[src/rtl/ex_mem_stage_unit.sv]
// EX/MEM pipeline register, MEM-stage branch resolution, wait-stated data memory
// handshake with timeout, and the registered MEM/WB bundle.
module ex_mem_stage_unit #(
   parameter int unsigned DATA_W  = 32,
   parameter int unsigned TIMEOUT = 15
) (
   input  logic              clk,
   input  logic              rst_n,
   input  logic              ex_valid,
   input  logic [3:0]        M_control_signals,
   input  logic [1:0]        WB_control_signals,
   input  logic [DATA_W-1:0] ex_alu_result,
   input  logic              ex_zero,
   input  logic [DATA_W-1:0] ex_store_data,
   input  logic [DATA_W-1:0] ex_branch_target,
   input  logic [4:0]        ex_rd,
   output logic              pc_src,
   output logic [DATA_W-1:0] pc_target,
   output logic              flush,
   output logic              stall,
   output logic              mem_req,
   output logic              mem_we,
   output logic [DATA_W-1:0] mem_addr,
   output logic [DATA_W-1:0] mem_wdata,
   input  logic              mem_ack,
   input  logic [DATA_W-1:0] mem_rdata,
   output logic              mem_err,
   output logic              wb_valid,
   output logic              wb_reg_write,
   output logic              wb_mem_to_reg,
   output logic [4:0]        wb_rd,
   output logic [DATA_W-1:0] wb_alu_result,
   output logic [DATA_W-1:0] wb_mem_data
);

   typedef enum logic {
      S_IDLE,
      S_WAIT
   } state_t;

   state_t            r_state;
   logic [7:0]        r_cnt;
   logic              r_err;

   logic              r_m_valid;
   logic              r_m_bne;
   logic              r_m_beq;
   logic              r_m_read;
   logic              r_m_write;
   logic              r_m_regwrite;
   logic              r_m_memtoreg;
   logic              r_m_zero;
   logic [4:0]        r_m_rd;
   logic [DATA_W-1:0] r_m_alu;
   logic [DATA_W-1:0] r_m_store;
   logic [DATA_W-1:0] r_m_target;

   logic              r_wb_valid;
   logic              r_wb_regwrite;
   logic              r_wb_memtoreg;
   logic [4:0]        r_wb_rd;
   logic [DATA_W-1:0] r_wb_alu;
   logic [DATA_W-1:0] r_wb_mdata;

   logic              w_access;
   logic              w_abort;
   logic              w_stall;
   logic              w_taken;
   logic              w_cap_valid;
   logic              w_read_ack;

   assign w_access    = r_m_valid & (r_m_read | r_m_write);
   assign w_abort     = w_access & (r_state == S_WAIT) & ~mem_ack & (r_cnt == 8'(TIMEOUT));
   assign w_stall     = w_access & ~mem_ack & ~w_abort;
   // Branches resolve only in the IDLE (first) MEM cycle, never again while stalled.
   assign w_taken     = r_m_valid & (r_state == S_IDLE) &
                        ((r_m_beq & r_m_zero) | (r_m_bne & ~r_m_zero));
   assign w_cap_valid = ex_valid & ~w_taken;
   assign w_read_ack  = w_access & mem_ack & r_m_read & ~r_m_write;

   always_ff @(posedge clk or negedge rst_n) begin
      if (!rst_n) begin
         r_m_valid    <= 1'b0;
         r_m_bne      <= 1'b0;
         r_m_beq      <= 1'b0;
         r_m_read     <= 1'b0;
         r_m_write    <= 1'b0;
         r_m_regwrite <= 1'b0;
         r_m_memtoreg <= 1'b0;
         r_m_zero     <= 1'b0;
         r_m_rd       <= '0;
         r_m_alu      <= '0;
         r_m_store    <= '0;
         r_m_target   <= '0;
      end else if (!w_stall) begin
         r_m_valid    <= w_cap_valid;
         r_m_bne      <= w_cap_valid & M_control_signals[3];
         r_m_beq      <= w_cap_valid & M_control_signals[2];
         r_m_read     <= w_cap_valid & M_control_signals[1];
         r_m_write    <= w_cap_valid & M_control_signals[0];
         r_m_regwrite <= w_cap_valid & WB_control_signals[1];
         r_m_memtoreg <= w_cap_valid & WB_control_signals[0];
         r_m_zero     <= ex_zero;
         r_m_rd       <= ex_rd;
         r_m_alu      <= ex_alu_result;
         r_m_store    <= ex_store_data;
         r_m_target   <= ex_branch_target;
      end
   end

   always_ff @(posedge clk or negedge rst_n) begin
      if (!rst_n) begin
         r_state <= S_IDLE;
         r_cnt   <= '0;
         r_err   <= 1'b0;
      end else begin
         if (w_abort) begin
            r_err <= 1'b1;
         end
         case (r_state)
            S_IDLE: begin
               if (w_access && !mem_ack) begin
                  r_state <= S_WAIT;
                  r_cnt   <= 8'd1;
               end
            end
            S_WAIT: begin
               if (mem_ack || w_abort) begin
                  r_state <= S_IDLE;
                  r_cnt   <= '0;
               end else begin
                  r_cnt <= r_cnt + 8'd1;
               end
            end
            default: begin
               r_state <= S_IDLE;
               r_cnt   <= '0;
            end
         endcase
      end
   end

   always_ff @(posedge clk or negedge rst_n) begin
      if (!rst_n) begin
         r_wb_valid    <= 1'b0;
         r_wb_regwrite <= 1'b0;
         r_wb_memtoreg <= 1'b0;
         r_wb_rd       <= '0;
         r_wb_alu      <= '0;
         r_wb_mdata    <= '0;
      end else if (w_stall) begin
         r_wb_valid    <= 1'b0;
         r_wb_regwrite <= 1'b0;
         r_wb_memtoreg <= 1'b0;
      end else begin
         r_wb_valid    <= r_m_valid;
         r_wb_regwrite <= r_m_regwrite & ~w_abort;
         r_wb_memtoreg <= r_m_memtoreg;
         r_wb_rd       <= r_m_rd;
         r_wb_alu      <= r_m_alu;
         r_wb_mdata    <= w_read_ack ? mem_rdata : '0;
      end
   end

   assign pc_src        = w_taken;
   assign flush         = w_taken;
   assign pc_target     = r_m_target;
   assign stall         = w_stall;
   assign mem_req       = w_access;
   assign mem_we        = r_m_write;
   assign mem_addr      = r_m_alu;
   assign mem_wdata     = r_m_store;
   assign mem_err       = r_err;
   assign wb_valid      = r_wb_valid;
   assign wb_reg_write  = r_wb_regwrite;
   assign wb_mem_to_reg = r_wb_memtoreg;
   assign wb_rd         = r_wb_rd;
   assign wb_alu_result = r_wb_alu;
   assign wb_mem_data   = r_wb_mdata;

endmodule

[config.mk]
export PLATFORM = sky130hd
export DESIGN_NAME = ex_mem_stage_unit
export DESIGN_NICKNAME = d
export VERILOG_FILES = /design/src/rtl/ex_mem_stage_unit.sv
export SDC_FILE = /design/constraint.sdc
export NUM_CORES = 1
export LEC_CHECK = 0
export BUFFER_PORTS_ARGS = -buffer_cell sky130_fd_sc_hd__clkbuf_2
export CORE_UTILIZATION = 43
export DETAILED_ROUTE_END_ITERATION = 7
export GPL_ROUTABILITY_DRIVEN = 1
export GPL_TIMING_DRIVEN = 1
export PLACE_DENSITY_LB_ADDON = 0.15
export SYNTH_ARGS = -nofsm -noshare
export SYNTH_HDL_FRONTEND = slang
export SYNTH_SLANG_ARGS = --single-unit
[constraint.sdc]
create_clock -name clk -period 2.2 [get_ports clk]
set_input_delay 0.22 -clock clk [delete_from_list [all_inputs] [get_ports clk]]
set_output_delay 0.22 -clock clk [all_outputs]
set_load 0.1 [all_outputs]
# ---- Word-level counts from Yosys, hierarchy flattened
# Cells that the tools add are included.
dict set report classes {
  n_addsub 1
  n_eq_ne 2
  muxes 10
  n_bitwise 29
  reduce_logical 3
}
# op count
set ops {}
lappend ops {{two-way mux 32 bit} 1}
lappend ops {{AND 1 bit} 21}
lappend ops {{two-way mux 8 bit} 2}
lappend ops {{one-hot mux 8 bit (2 select lines)} 1}
lappend ops {{adder 8 x 1 -> 8 bit (second input constant)} 1}
lappend ops {{== test 8 x 4 -> 1 bit (second input constant)} 1}
lappend ops {{inverter 1 bit} 6}
lappend ops {{two-way mux 1 bit} 5}
lappend ops {{!= test 2 x 1 -> 1 bit (second input constant)} 1}
lappend ops {{OR 1 bit} 2}
lappend ops {{one-hot mux 1 bit (2 select lines)} 1}
lappend ops {{logical AND 1 bit} 1}
lappend ops {{zero test 1 bit} 1}
lappend ops {{logical OR 1 bit} 1}
dict set report totals {
  regBits 191
  inputBits 144
}

# ---- Longest topological paths before layout
# Gate-level depths: netlist (run 1).
dict set report logic_depth {
  ltp_word 8
  mapped_depth 8
}

# ---- Worst setup path after synthesis (run 1)
# No wires, ideal clock.
dict set report synth_timing {
  path_type {register to register}
  startpoint {register r_m_write (netlist: mem_we)}
  endpoint {register r_cnt[5]}
  arrival_ps 2720
  required_ps 2076
  slack_ps -644
  path_stages_with_launch 5
  cell_sequence {dfrtp_1 > o21ai_0 > inv_1 > a21oi_1 > a211o_1}
}
dict set report synth_via {
  elab_chain_len 8
  elab_cells_between_ends 10
  cone_classes {eq/ne: 1; mux: 2; bitwise: 5; reduce/logical: 2}
}
# element line
set synth_rtl {}
lappend synth_rtl {{start: declaration} 49} ;# logic r_m_write;
lappend synth_rtl {{start signal: assignment} 100} ;# r_m_write <= w_cap_valid & M_control_signals[0];
lappend synth_rtl {{OR 1 bit *} 72} ;# assign w_access = r_m_valid & (r_m_read | r_m_write);
lappend synth_rtl {{AND 1 bit *} 72}
lappend synth_rtl {{via mem_req} 21} ;# output logic mem_req,
lappend synth_rtl {{AND 1 bit (3 in a row)} 73} ;# assign w_abort = w_access & (r_state == S_WAIT) & ~mem_ack & (r_cnt == 8'(TIMEOUT));
lappend synth_rtl {{logical OR 1 bit} 128} ;# if (mem_ack || w_abort) begin
lappend synth_rtl {{two-way mux 8 bit} 128}
lappend synth_rtl {{one-hot mux 8 bit (2 select lines)} 120} ;# case (r_state)
lappend synth_rtl {{end signal: assignment} 132} ;# r_cnt <= r_cnt + 8'd1;
lappend synth_rtl {{end: declaration} 42} ;# logic [7:0] r_cnt;
# Mark *: on every way through the listed nets, which the timed path passes. The rest lies on a longest branch.
# A chain may end at the register's enable or synchronous reset.

# ---- Final worst setup path (run 1)
dict set report layout_timing {
  startpoint {register r_cnt[1]}
  endpoint {output stall}
}
dict set report layout_via {
  elab_chain_len 4
}
# element line
set layout_rtl {}
lappend layout_rtl {{== test 8 x 4 -> 1 bit} 73}
lappend layout_rtl {{AND 1 bit} 73}
lappend layout_rtl {{inverter 1 bit} 74} ;# assign w_stall = w_access & ~mem_ack & ~w_abort;
lappend layout_rtl {{AND 1 bit} 74}
lappend layout_rtl {{end: declaration} 20} ;# output logic stall,
# No other way between the ends.

==> results of run 1 <==
kinds of logic after synthesis:
group	after synthesis	share of synthesized area (%)
muxes	141	21.9
AOI/OAI and AO/OA	57	6.59
buffers and inverters	34	2.49
xor gates and xnor gates	2	0.242
adders and majority gates	1	0.173
DFF	191	66.0
and+or+nand+nor	34	2.54
final cells by class:
class	count	area, um^2	area share (%)
clock inverters	12	146	1.41
multi-input cells	235	2300	22.1
clock buffers	20	457	4.40
well taps	220	275	2.65
flip-flops and latches	191	4780	46.1
inverters	9	37.5	0.362
repair buffers	385	2380	23.0
cells in the mapped netlist, types with 3 or more instances:
library cell / n
sky130_fd_sc_hd__dfrtp_1: 191
sky130_fd_sc_hd__mux2_1: 82
sky130_fd_sc_hd__mux2_2: 59
sky130_fd_sc_hd__a22o_1: 34
sky130_fd_sc_hd__nand2_1: 14
sky130_fd_sc_hd__buf_2: 12
sky130_fd_sc_hd__buf_4: 10
sky130_fd_sc_hd__inv_1: 9
sky130_fd_sc_hd__o31ai_1: 6
sky130_fd_sc_hd__nand3_1: 4
sky130_fd_sc_hd__o21ai_0: 4
sky130_fd_sc_hd__a31oi_1: 3
sky130_fd_sc_hd__clkbuf_1: 3
sky130_fd_sc_hd__nand2b_1: 3
sky130_fd_sc_hd__nor2b_1: 3
metrics by stage:
stage,hold slack (ps),setup WS (ps)
6_report,19.4,39.3
5_1_grt,1.47,-19.4
3_5_place_dp,223,65.5
4_1_cts,0.0960,2.22
2_1_floorplan,-75.6,58.0
3_3_place_gp,216,131
repair_timing:
action                     4_1_cts  5_1_grt
pin swaps                        1        3
hold endpoints to repair        91        1
setup buffers                    5        4
resized for setup                5        0
hold buffers                    42        1
setup endpoints to repair        1       84
cloned                           1        0
routing by layer:
metal	wire length (um)	vias to the layer above
met4	574	0
met5	0	-
li1	-	2407
met3	853	42
met2	8670	205
met1	6810	2506
path summary, 6_finish.rpt:
check / cells past startpoint / from / to
worst max register to register: 6 / r_cnt[1] / mem_addr[16]
worst max-delay path: 6 / r_cnt[1] / stall
worst min register to register: 2 / r_m_memtoreg / r_m_memtoreg
worst min-delay path: 2 / ex_store_data[9] / mem_wdata[9]
max in group asynchronous: 3 / rst_n / wb_alu_result[4]
min in group asynchronous: 2 / rst_n / wb_alu_result[21]
power by group:
group | internal (uW) | leakage [uW] | switching [uW]
sequential | 3830 | 0.00233 | 189
combinational | 699 | 0.00252 | 2610
clock | 1760 | 0.000287 | 1340
total | 6290 | 0.00513 | 4140
worst max-delay path, cell delays in order (launching register included):
cell and delay (ps):
sky130_fd_sc_hd__dfrtp_1 390, sky130_fd_sc_hd__ha_2 210, sky130_fd_sc_hd__and3_4 160, sky130_fd_sc_hd__a311oi_4 330, sky130_fd_sc_hd__buf_12 160, sky130_fd_sc_hd__buf_16 100, sky130_fd_sc_hd__buf_16 160
cells in the final DEF, fill, tap and decap left out, types with 3 or more instances in the layout:
| cell | Yosys | final |
|---|---|---|
| sky130_fd_sc_hd__dfrtp_1 | 191 | 190 |
| sky130_fd_sc_hd__nor2b_1 | 3 | 3 |
| sky130_fd_sc_hd__nand2b_1 | 3 | 3 |
| sky130_fd_sc_hd__mux2_2 | 59 | 59 |
| sky130_fd_sc_hd__mux2_1 | 82 | 82 |
| sky130_fd_sc_hd__dlygate4sd3_1 | 0 | 43 |
| sky130_fd_sc_hd__inv_1 | 9 | 8 |
| sky130_fd_sc_hd__clkbuf_8 | 0 | 3 |
| sky130_fd_sc_hd__nand2_1 | 14 | 14 |
| sky130_fd_sc_hd__clkbuf_2 | 0 | 315 |
| sky130_fd_sc_hd__a22o_1 | 34 | 34 |
| sky130_fd_sc_hd__o21ai_0 | 4 | 3 |
| sky130_fd_sc_hd__clkbuf_16 | 0 | 17 |
| sky130_fd_sc_hd__clkinvlp_4 | 0 | 4 |
| sky130_fd_sc_hd__buf_4 | 10 | 14 |
| sky130_fd_sc_hd__nand3_1 | 4 | 4 |
| sky130_fd_sc_hd__a31oi_1 | 3 | 3 |
| sky130_fd_sc_hd__buf_12 | 0 | 8 |
| sky130_fd_sc_hd__o31ai_1 | 6 | 6 |
| sky130_fd_sc_hd__inv_6 | 0 | 5 |
==> run summary, run 1 <==
Yosys mapped the design onto 33 distinct sky130hd cell types. The H-tree was split into 4 levels. Power spread over the standard cell area amounts to 1010 nW/um^2. The core occupancy in the finished layout came out at 62.8%. The total DRC errors in the routed layout was 0. Including well taps, the total number of placed cells is 987. Worst setup skew after layout: 8.54 ps. For the effective utilization at floorplan, the log shows 43.8%. Summing internal, switching and leakage power gives 10400 uW.

Worst setup path category: register to primary output. The average instance area after synthesis is 15.7 um^2. The tools report the antenna violation net count after detailed routing as 0. In this run the most used layer during global routing was met2. The reported max-cap violation count was 0; the clock sink count was 191. The floorplan has 47 rows. Summed over all layers, the global routing overflow is 0. Global routing used 4.81% of the available met3 tracks. Once placement finished, the instance area stood at 9220 um^2. The logs give 0 for the number of hold violations in the final report and 0.826 for the final weighted congestion of routability-driven global placement. The run gives 460 as the gate count after technology mapping.

The run gives 4 as the number of search-and-repair iterations in the first detailed-routing pass. Yosys attributes the largest share of cell area to sky130_fd_sc_hd__dfrtp_1, sky130_fd_sc_hd__mux2_1, sky130_fd_sc_hd__mux2_2, sky130_fd_sc_hd__a22o_1, sky130_fd_sc_hd__buf_4. The area of the core region was 16500 um^2. Summed over all instances, the cell type with the most area after synthesis is sky130_fd_sc_hd__dfrtp_1.

The fraction of registers with async set or reset after synthesis works out to 100%. The number of buffers inserted by port buffering is 317. Yosys printed 0 warnings. Based on the critical path, the design can be clocked at up to 463 MHz. The chip height is 132 um. Clock latency on the worst-skew pair, taken at its later pin, is 420 ps. The tree is rooted in a sky130_fd_sc_hd__clkbuf_16. The final number of max-transition violations came out at 0.

After synthesis the netlist holds a flip-flop and latch count of 191. IR analysis of the VDD net gives a maximum drop of 0.556 mV. Dividing the final minimum period by the clock period gives 98.2%. Setup violations remaining at the end of the flow were counted as 0. The via count of the first global-routing pass was 5375. Class of the tightest hold or removal check: input port to register. The clock transition at the registers of the reported paths came out at 70 ps. For this run, global-route usage on met2 was measured as 34.7%.

The number of nets handed over by synthesis was 605. The repair_antennas step left the layout with diodes totalling 0. The arrival time of data at the critical path endpoint was 1940 ps; the post-layout instance count excluding filler cells was 1072. In this run the cell area of the synthesized design comes to 7240 um^2. The post-route netlist has 51.8% of its cells at a drive strength greater than 1.

In this run the count of I/O pins placed on the die edge is 318. Of all nets on the critical path, the largest fanout is 3. The logs give 66.0% for the sequential fraction of the synthesis area and 27.6 mm for the first-pass GRT wire length. The worst setup path is captured at a primary output.

The critical path required time was 1980 ps. The flow ran to the end, and the final reports show no timing, DRC or antenna violations. The worst slew margin relative to its limit is 61.7%, and the number of buffers added by the clock tree synthesis step is 17. The run gives 20.3% as the total track usage. The tools report the number of fill cells in the layout as 1304.

Entering global routing, the biggest net connects 72 pins. The most used flip-flop cell after synthesis was sky130_fd_sc_hd__dfrtp_1. At the pin with the least slew margin, the transition time is 577 ps.

The worst path in the final design needs a cycle of 2160 ps, including I/O delays and setup. STA classifies the critical path startpoint as a register. In the global route stage, met1 resource usage came out at 24.2%. Detailed placement ended at an HPWL of 12.1 mm.

The synthesized design contains 0 enable-type register cells. The routed length per instance is 15.8 um. In this run, the number of DRC markers left after iteration 0 of detailed routing was 209.

The final route contains 5160 vias. The total negative slack is 0 ps, and the internal reg-to-reg setup slack is 80 ps. The die is 132 um wide.

The analysis attributes to cell leakage a power of 0.00513 uW. Wires add up to 16.9 mm. In this run the biggest area consumer among cell types represents 66.0% of the synthesized area. The per-cell via count in the routed design came out at 4.81.

Relative to the synthesized area, the layout overhead comes to 43.4%. Net total in the final layout: 984. The logs give 0 for the initial antenna violation count and 17400 um^2 for the die area. The maximum buffer depth of the clock tree was 2. After routing the design area is 10400 um^2. TritonCTS built the clock tree. Setup repair after global routing could not meet its margin everywhere.
(Power assumes the default switching activity.)
==> inputs of run 2 (changes only) <==
--- a/config.mk
+++ b/config.mk
@@ -5,9 +5,10 @@
 export SDC_FILE = /design/constraint.sdc
 export NUM_CORES = 1
 export LEC_CHECK = 0
-export BUFFER_PORTS_ARGS = -buffer_cell sky130_fd_sc_hd__clkbuf_2
-export CORE_UTILIZATION = 43
+export CORE_AREA = 2 2 124 126
 export DETAILED_ROUTE_END_ITERATION = 7
+export DIE_AREA = 0 0 126 128
+export DONT_BUFFER_PORTS = 1
 export GPL_ROUTABILITY_DRIVEN = 1
 export GPL_TIMING_DRIVEN = 1
 export PLACE_DENSITY_LB_ADDON = 0.15
==> run 2 against run 1 <==
Clock skew up 1.2 ps. Global-route usage up 3.3 points. Cell area is 3.2% higher. First-iteration DRC count grew 42%. Via count down 2.9%. Combinational power down 6.9%. Hold slack lost 520 ps. Routed wire length is 12% higher. The run now ends with negative hold slack left. Largest cell class unchanged.
==> run summary, run 2 (synthesis results as in run 1) <==
The run finished, with violations left. The final reports fail on negative hold slack. The run gives 4 as the number of levels the H-tree was split into.

The analysis attributes to cell leakage a power of 0.00488 uW. The die is 126 um wide. The clock root buffer was sky130_fd_sc_hd__clkbuf_16. The aggregate routed wire length came out at 19.0 mm.

In this run the vertical extent of the chip is 128 um. The clock transition at the registers of the reported paths was 60 ps. At the worst endpoint, the required time is 2500 ps. The worst slew margin relative to its limit came out at 36.9%. The run gives 9.74 ps as the worst setup skew after layout. The number of hold buffers added after CTS was 140. For the pin with the worst max-slew slack, the measured transition is 946 ps. The internal reg-to-reg setup slack is 50 ps, and the reported net switching power is 4020 uW. The total overflow left after global routing is 0. No sink is reached through more buffers than the 2 on the longest clock path.

The tools report the post-layout instance count excluding filler cells as 962. The number of ports placed on the die boundary was 318; the part of the power in the clock network was 28.9%. STA puts the critical path data arrival time at 2460 ps. Combinational cells account for 29.6% of the total power. Leading cell type in the layout, fill and taps excluded: sky130_fd_sc_hd__dfrtp_1. Sequential cells burn 41.5% of the power. Of all nets on the critical path, the largest fanout is 34.

The logs give 29.4 mm for the first-pass GRT wire length and 0.500 mV for the maximum VDD drop. For the number of hold violations in the final report, the log shows 191. The final number of max-transition violations is 0, and the number of core rows is 45. Capturing point of the worst reg2reg path: mem_wdata[27].

The initial antenna violation count was 0; the effective utilization at floorplan was 48.7%. The worst hold slack came out at -505 ps. The via count of the first global-routing pass was 5354; the net total in the final layout was 906. The via count came out at 5012. Setup repair after global routing could not meet its margin everywhere. The count of routing violations after the opening detailed-route iteration is 297, and the clock sink count is 191. For this run, the share of the core covered by cells in the final layout is 72.1%. TritonCTS built the clock tree. The highest achievable clock rate came out at 464 MHz.

Compared with the post-synthesis result, the final layout area differs by 48.1%. The later-pin clock latency in the skew report came out at 420 ps. The run gives 0 as the total DRC errors in the routed layout. Number of buffers inserted by port buffering: 0. Cell internal power was estimated by the tool at 6360 uW. Number of buffers added by the clock tree synthesis step: 17.

At the end of routability-driven placement, the weighted congestion stood at 0.803. The worst setup path is captured at a register. The core region is 14900 um^2. Setup violations remaining at the end of the flow were counted as 0.

Share of the cycle needed by the critical path after routing: 97.9%. Entering global routing, the biggest net connects 192 pins. Source of the worst register-to-register timing path: r_cnt[0]. The reported max-cap violation count came out at 0. Global routing used 23.6% of the available tracks across all layers. Including well taps, the total number of placed cells is 785.

In the final routed layout, each cell accounts on average for 19.8 um. For the worst flop-to-flop path, the logic depth is 7. Class of the tightest hold or removal check: input port to async pin.

The floorplan step defined a die boundary enclosing 16100 um^2. The top cell types in the final layout, fill and taps aside, are sky130_fd_sc_hd__dfrtp_1, sky130_fd_sc_hd__buf_4, sky130_fd_sc_hd__dlygate4sd3_1. The detailed-placement wirelength estimate is 11.8 mm. For the number of search-and-repair iterations in the first detailed-routing pass, the log shows 4. The worst setup path category was register to register. The per-cell via count in the routed design is 5.21. The routed design could run at a clock period as short as 2150 ps. In the final layout, the share of cells above drive strength 1 is 33.9%. The number of antenna diodes in the final layout is 0. The net switching share of the total power came out at 38.7%. The worst setup path is launched from a register. The antenna violation net count after detailed routing is 0. The power density relative to cell area was 969 nW/um^2.
[run 2: cell types whose count changed in the layout (fill, tap and decap cells not counted), sizes merged]
cell | previous run | this run
inv | 14 | 9
clkbuf | 336 | 23
clkinvlp | 4 | 3
clkinv | 1 | 4
buf | 25 | 166
dlygate4sd3 | 43 | 140
[run 2: worst max path at each step]
stage / start / to / cells after the start / slack (ps)
final: r_cnt[0] / mem_wdata[27] / 7 / 50
after detailed placement: r_cnt[0] / wb_mem_data[18] / 6 / 50
after floorplan: mem_we / r_cnt[6] / 4 / 60
after CTS: r_cnt[0] / mem_wdata[27] / 7 / 50
after global placement: r_cnt[0] / wb_mem_data[20] / 6 / 130
after global routing: r_cnt[0] / r_m_rd[3] / 7 / -50
[run 2: cell type report]
| class | count | area [um^2] |
|---|---|---|
| clock inverter | 9 | 108 |
| fill | 961 | 4150 |
| inverter | 9 | 37.5 |
| clock buffer | 23 | 468 |
| multi-input combinational | 235 | 2290 |
| tap | 188 | 235 |
| sequential | 191 | 4780 |
| timing repair buffer | 307 | 2800 |
[run 2: what timing repair did]
| action | 4_1_cts | 5_1_grt |
|---|---|---|
| setup buffers | 2 | 1 |
| resized for setup | 0 | 2 |
| setup endpoints to repair | 1 | 53 |
| pin swaps | 1 | 0 |
| hold endpoints to repair | 331 | 191 |
| gates cloned | 2 | 0 |
[run 2: routing by layer]
| metal | wire (um) | global-route usage [%] |
|---|---|---|
| met1 | 7100 | 27.3 |
| met2 | 10000 | 41.4 |
| met3 | 1340 | 6.72 |
| met5 | 0 | 0 |
| met4 | 546 | 9.83 |
[run 2: power by group through the flow]
stage | Combinational, uW | Sequential [uW] | Clock (uW)
after floorplan | 504 | 6070 | 0
after global placement | 2790 | 4350 | 0
after detailed placement | 2820 | 4360 | 0
after CTS | 3060 | 4300 | 3070
after global routing | 3170 | 4340 | 3230
final | 3080 | 4310 | 3000
[run 2: metrics by stage]
step	setup TNS, ps	power, uW	cell area (um^2)	setup WS, ps
global route	-1010	10700	10700	-45.4
finish	0	10400	10700	47.1
global placement	0	7140	8650	126
CTS	0	10400	10700	52.2
detailed placement	0	7180	8650	51.7
floorplan	0	6570	7250	58.0
[run 2: critical path: stages (launching register included)]
cell                       delay [ps]
sky130_fd_sc_hd__dfrtp_1          420
sky130_fd_sc_hd__ha_1             240
sky130_fd_sc_hd__and3_1           190
sky130_fd_sc_hd__a311oi_4         300
sky130_fd_sc_hd__buf_4            190
sky130_fd_sc_hd__buf_12           130
sky130_fd_sc_hd__buf_12           200
sky130_fd_sc_hd__mux2_2           360
==> inputs of run 3 (changes only) <==
==> constraint.sdc (replaced) <==
create_clock -name clk -period 2.7 [get_ports clk]
set_input_delay 0.27 -clock clk [delete_from_list [all_inputs] [get_ports clk]]
set_output_delay 0.27 -clock clk [all_outputs]
set_load 0.1 [all_outputs]
==> run 3 against run 2 <==
The flow now stops in clock tree synthesis. Synthesized cell count stayed put. Synthesized area did not move.
==> run summary, run 3 <==
The count of unique library cells instantiated by Yosys came out at 33. Of the synthesized area, sequential elements account for 66.0%. For the final weighted congestion of routability-driven global placement, the log shows 0.819. The flow did not finish. In the synthesized netlist, the cells that appear most often are sky130_fd_sc_hd__dfrtp_1, sky130_fd_sc_hd__mux2_1, sky130_fd_sc_hd__mux2_2. The logs give 48.7% for the effective utilization at floorplan and 10.4 mm for the detailed-placement wirelength estimate. In this run the cell area measured after placement is 7440 um^2. In the post-synthesis netlist, the biggest area contributors are sky130_fd_sc_hd__dfrtp_1, sky130_fd_sc_hd__mux2_1, sky130_fd_sc_hd__mux2_2, sky130_fd_sc_hd__a22o_1, sky130_fd_sc_hd__buf_4. CTS built an H-tree with a depth of 4. The number of buffers added by the clock tree synthesis step came out at 17. The largest total area in the synthesized netlist belongs to sky130_fd_sc_hd__dfrtp_1.

Cts-stage hold buffer count: 133. The share of the synthesized area in the top cell type works out to 66.0%. Summing every instance area after synthesis gives 7240 um^2.

Halt point of the flow: clock tree synthesis. The maximum buffer depth of the clock tree was 2. A synthesized cell averages 15.7 um^2. The post-synthesis sequential element count was 191; the count of instances resized after the clock tree is built was 0. The chip height works out to 128 um. Buffers added to address setup during post-CTS repair amount to 0. 318 I/O pins were placed. The floorplan has 45 rows. After synthesis, the share of flip-flops with an asynchronous set or reset is 100%. The die boundary width works out to 126 um. The clock root buffer is sky130_fd_sc_hd__clkbuf_16. The number of synthesized flops with an enable pin is 0, and the number of warnings reported in the yosys synthesis log is 0. The tool reported: "[ERROR RSZ-0060] Max buffer count reached". In the synthesized netlist the dominant register cell turns out to be sky130_fd_sc_hd__dfrtp_1.

The number of nets handed over by synthesis was 605. The logs give 460 for the gate count after technology mapping and 191 for the clock sink count. In the post-synthesis netlist, the cell with the most instances is sky130_fd_sc_hd__dfrtp_1. The count of buffers added on input and output ports is 0.
==> run 3: cells by family after synthesis <==
kind of cell | after synthesis | synth area share, %
AO/OA/AOI/OAI | 57 | 6.59
multiplexers | 141 | 21.9
flip-flops | 191 | 66.0
AND/OR/NAND/NOR | 34 | 2.54
adder cells (fa/ha/maj) | 1 | 0.173
XOR/XNOR | 2 | 0.242
buffers and inverters | 34 | 2.49
==> run 3: stage by stage <==
stage	setup WS [ps]	instances	utilization [%]
after floorplan	264	460	-
after global placement	455	631	50.0
after detailed placement	398	631	50.0
==> inputs of run 4 (changes only) <==
--- a/config.mk
+++ b/config.mk
@@ -5,9 +5,8 @@
 export SDC_FILE = /design/constraint.sdc
 export NUM_CORES = 1
 export LEC_CHECK = 0
-export CORE_AREA = 2 2 124 126
+export CORE_UTILIZATION = 38
 export DETAILED_ROUTE_END_ITERATION = 7
-export DIE_AREA = 0 0 126 128
 export DONT_BUFFER_PORTS = 1
 export GPL_ROUTABILITY_DRIVEN = 1
 export GPL_TIMING_DRIVEN = 1
==> run 4 against run 3 <==
The flow now finishes, with violations (negative hold slack).
==> run summary, run 4 (synthesis results as in run 1) <==
The highest achievable clock rate is 407 MHz. The largest fanout on the critical path is 23. The worst pin sits at a relative slew slack of 35.0%. The via count of the first global-routing pass is 4762, and the number of core rows is 50. The run finished, with violations left.

Net total in the final layout: 750. Once the floorplan was initialized, standard cells occupied 38.7% of the core. The checks that failed: negative hold slack. Across the VDD grid, the largest voltage drop is 0.413 mV. The number of buffers inserted by port buffering was 0.

TritonCTS created 17 clock buffers. The area of the core region was 18700 um^2. The worst path needs 2460 ps of the cycle, external delays included. The logs give 0 for the initial antenna violation count and 9.17 ps for the worst setup skew after layout. The number of search-and-repair iterations in the first detailed-routing pass was 4.

The clock reaches the later pin of the worst-skew pair after 420 ps. The leading cell type in the layout, fill and taps excluded is sky130_fd_sc_hd__dfrtp_1. The run gives -455 ps as the worst hold slack.

For the critical path required time, the log shows 2430 ps. STA classifies the critical path endpoint as a primary output. First-pass GRT wire length: 25.3 mm. The chip height was 140 um; the total negative slack was 0 ps.

Detailed-placement wirelength estimate: 9.86 mm. The tool flagged a number of max-cap violations equal to 0. For this run, the slowest stage of the critical path takes 430 ps. The tools report the clock sink count as 191. The worst path uses 91.1% of the clock period. The slowest stage of the critical path belongs to the cell sky130_fd_sc_hd__dfrtp_1. STA classifies the critical path startpoint as a register.

The class of the tightest hold or removal check is input port to async pin. The number of placed instances, taps included, is 678. The clock transition at the registers of the reported paths works out to 70 ps.

The routed length per instance was 18.9 um; the cts-stage hold buffer count was 139. The layout-stage area growth over the synthesis result is 32.0%. In the routed layout, each cell is associated on average with a via count of 5.09.

The family with the most delay on the worst path was buffers and inverters. Setup repair after global routing left no endpoint under its margin. The total DRC errors in the routed layout came out at 0. The antenna cell count was 0.

The number of ports placed on the die boundary was 318; the die area was 19600 um^2. The count of routing violations after the opening detailed-route iteration came out at 241. The tree is rooted in a sky130_fd_sc_hd__clkbuf_16. The maximum buffer depth of the clock tree was 2; the total track usage was 16.5%.

The worst setup path category was register to primary output. CTS built an H-tree with a depth of 4. Overall power consumption after layout is estimated at 8170 uW.

TritonCTS built the clock tree. At the pin with the least slew margin, the transition time is 974 ps. The final number of max-transition violations came out at 0. The tools report the aggregate routed wire length as 16.1 mm. The library cells used most frequently in the layout, excluding fill and tap cells, are sky130_fd_sc_hd__dfrtp_1, sky130_fd_sc_hd__dlygate4sd3_1, sky130_fd_sc_hd__mux2_1. Data arrives at the worst endpoint at 2190 ps. For this design the ratio of total power to cell area is 855 nW/um^2.

The finished layout holds 851 standard cells, fillers aside. The analysis attributes to cell leakage a power of 0.00411 uW. Cells with a size suffix above 1 make up 17.3% of the layout. After filler insertion, the fill cell instance count of the layout stands at 1562. The largest net degree at the start of global routing is 192, and the die boundary width is 140 um.

The critical path goes through ha_1 -> and3_1 -> a311oi_4 -> clkbuf_16 -> buf_16. The tools report the number of hold violations in the final report as 191. Setup violations remaining at the end of the flow were counted as 0.

Across all layers, the routed design uses 4330 vias. Counting both buffers and inverters, the worst setup path holds a total of 2. The total overflow left after global routing is 0. The congestion estimate from routability-driven global placement came to 0.761. The final design area excluding fillers is 9550 um^2. The total cell area at the placement stage was 7510 um^2; the antenna violation net count after detailed routing was 0.
## run 4: layout make-up
class	count	area [um^2]	area share, %
Clock buffer	19	443	4.64
Timing Repair Buffer	151	1560	16.3
Clock inverter	12	155	1.62
Multi-Input combinational cell	235	2280	23.9
Tap cell	234	293	3.06
Sequential cell	191	4780	50.0
Inverter	9	37.5	0.393
## run 4: what timing repair did
item / in CTS / in global routing
gates cloned: 1 / 1
resized for setup: 0 / 1
pin swaps: 0 / 1
hold endpoints to repair: 330 / 191
buffers inserted: 0 / 1
endpoints found under the setup margin: 1 / 1
## run 4: stage by stage
stage	util (%)	setup slack, ps
global route	51.1	132
finish	51.1	241
CTS	50.9	22.6
global placement	40.1	458
floorplan	-	264
detailed placement	40.1	344
## run 4: metal layers
layer / GRT usage (%) / wire (um) / up-vias
li1: - / - / 1934
met5: 0 / 0 / -
met1: 18.8 / 6430 / 2190
met3: 6.67 / 1410 / 11
met2: 28.5 / 8120 / 195
met4: 4.97 / 153 / 0
## run 4: power by group
| group | switching (uW) | internal, uW |
|---|---|---|
| logic | 281 | 387 |
| registers | 1870 | 3080 |
| clock network | 1070 | 1490 |
## run 4: final timing paths
path	slack (ps)	cells after the start	to	from
min reg2reg	480	1	wb_rd[1]	r_m_rd[1]
max in group asynchronous	2870	0	mem_addr[6]	rst_n
min in group clk	30	1	wb_mem_data[4]	mem_rdata[4]
min	-450	0	pc_target[14]	rst_n
max reg2reg	340	6	mem_addr[5]	r_cnt[0]
max	240	5	stall	r_cnt[0]
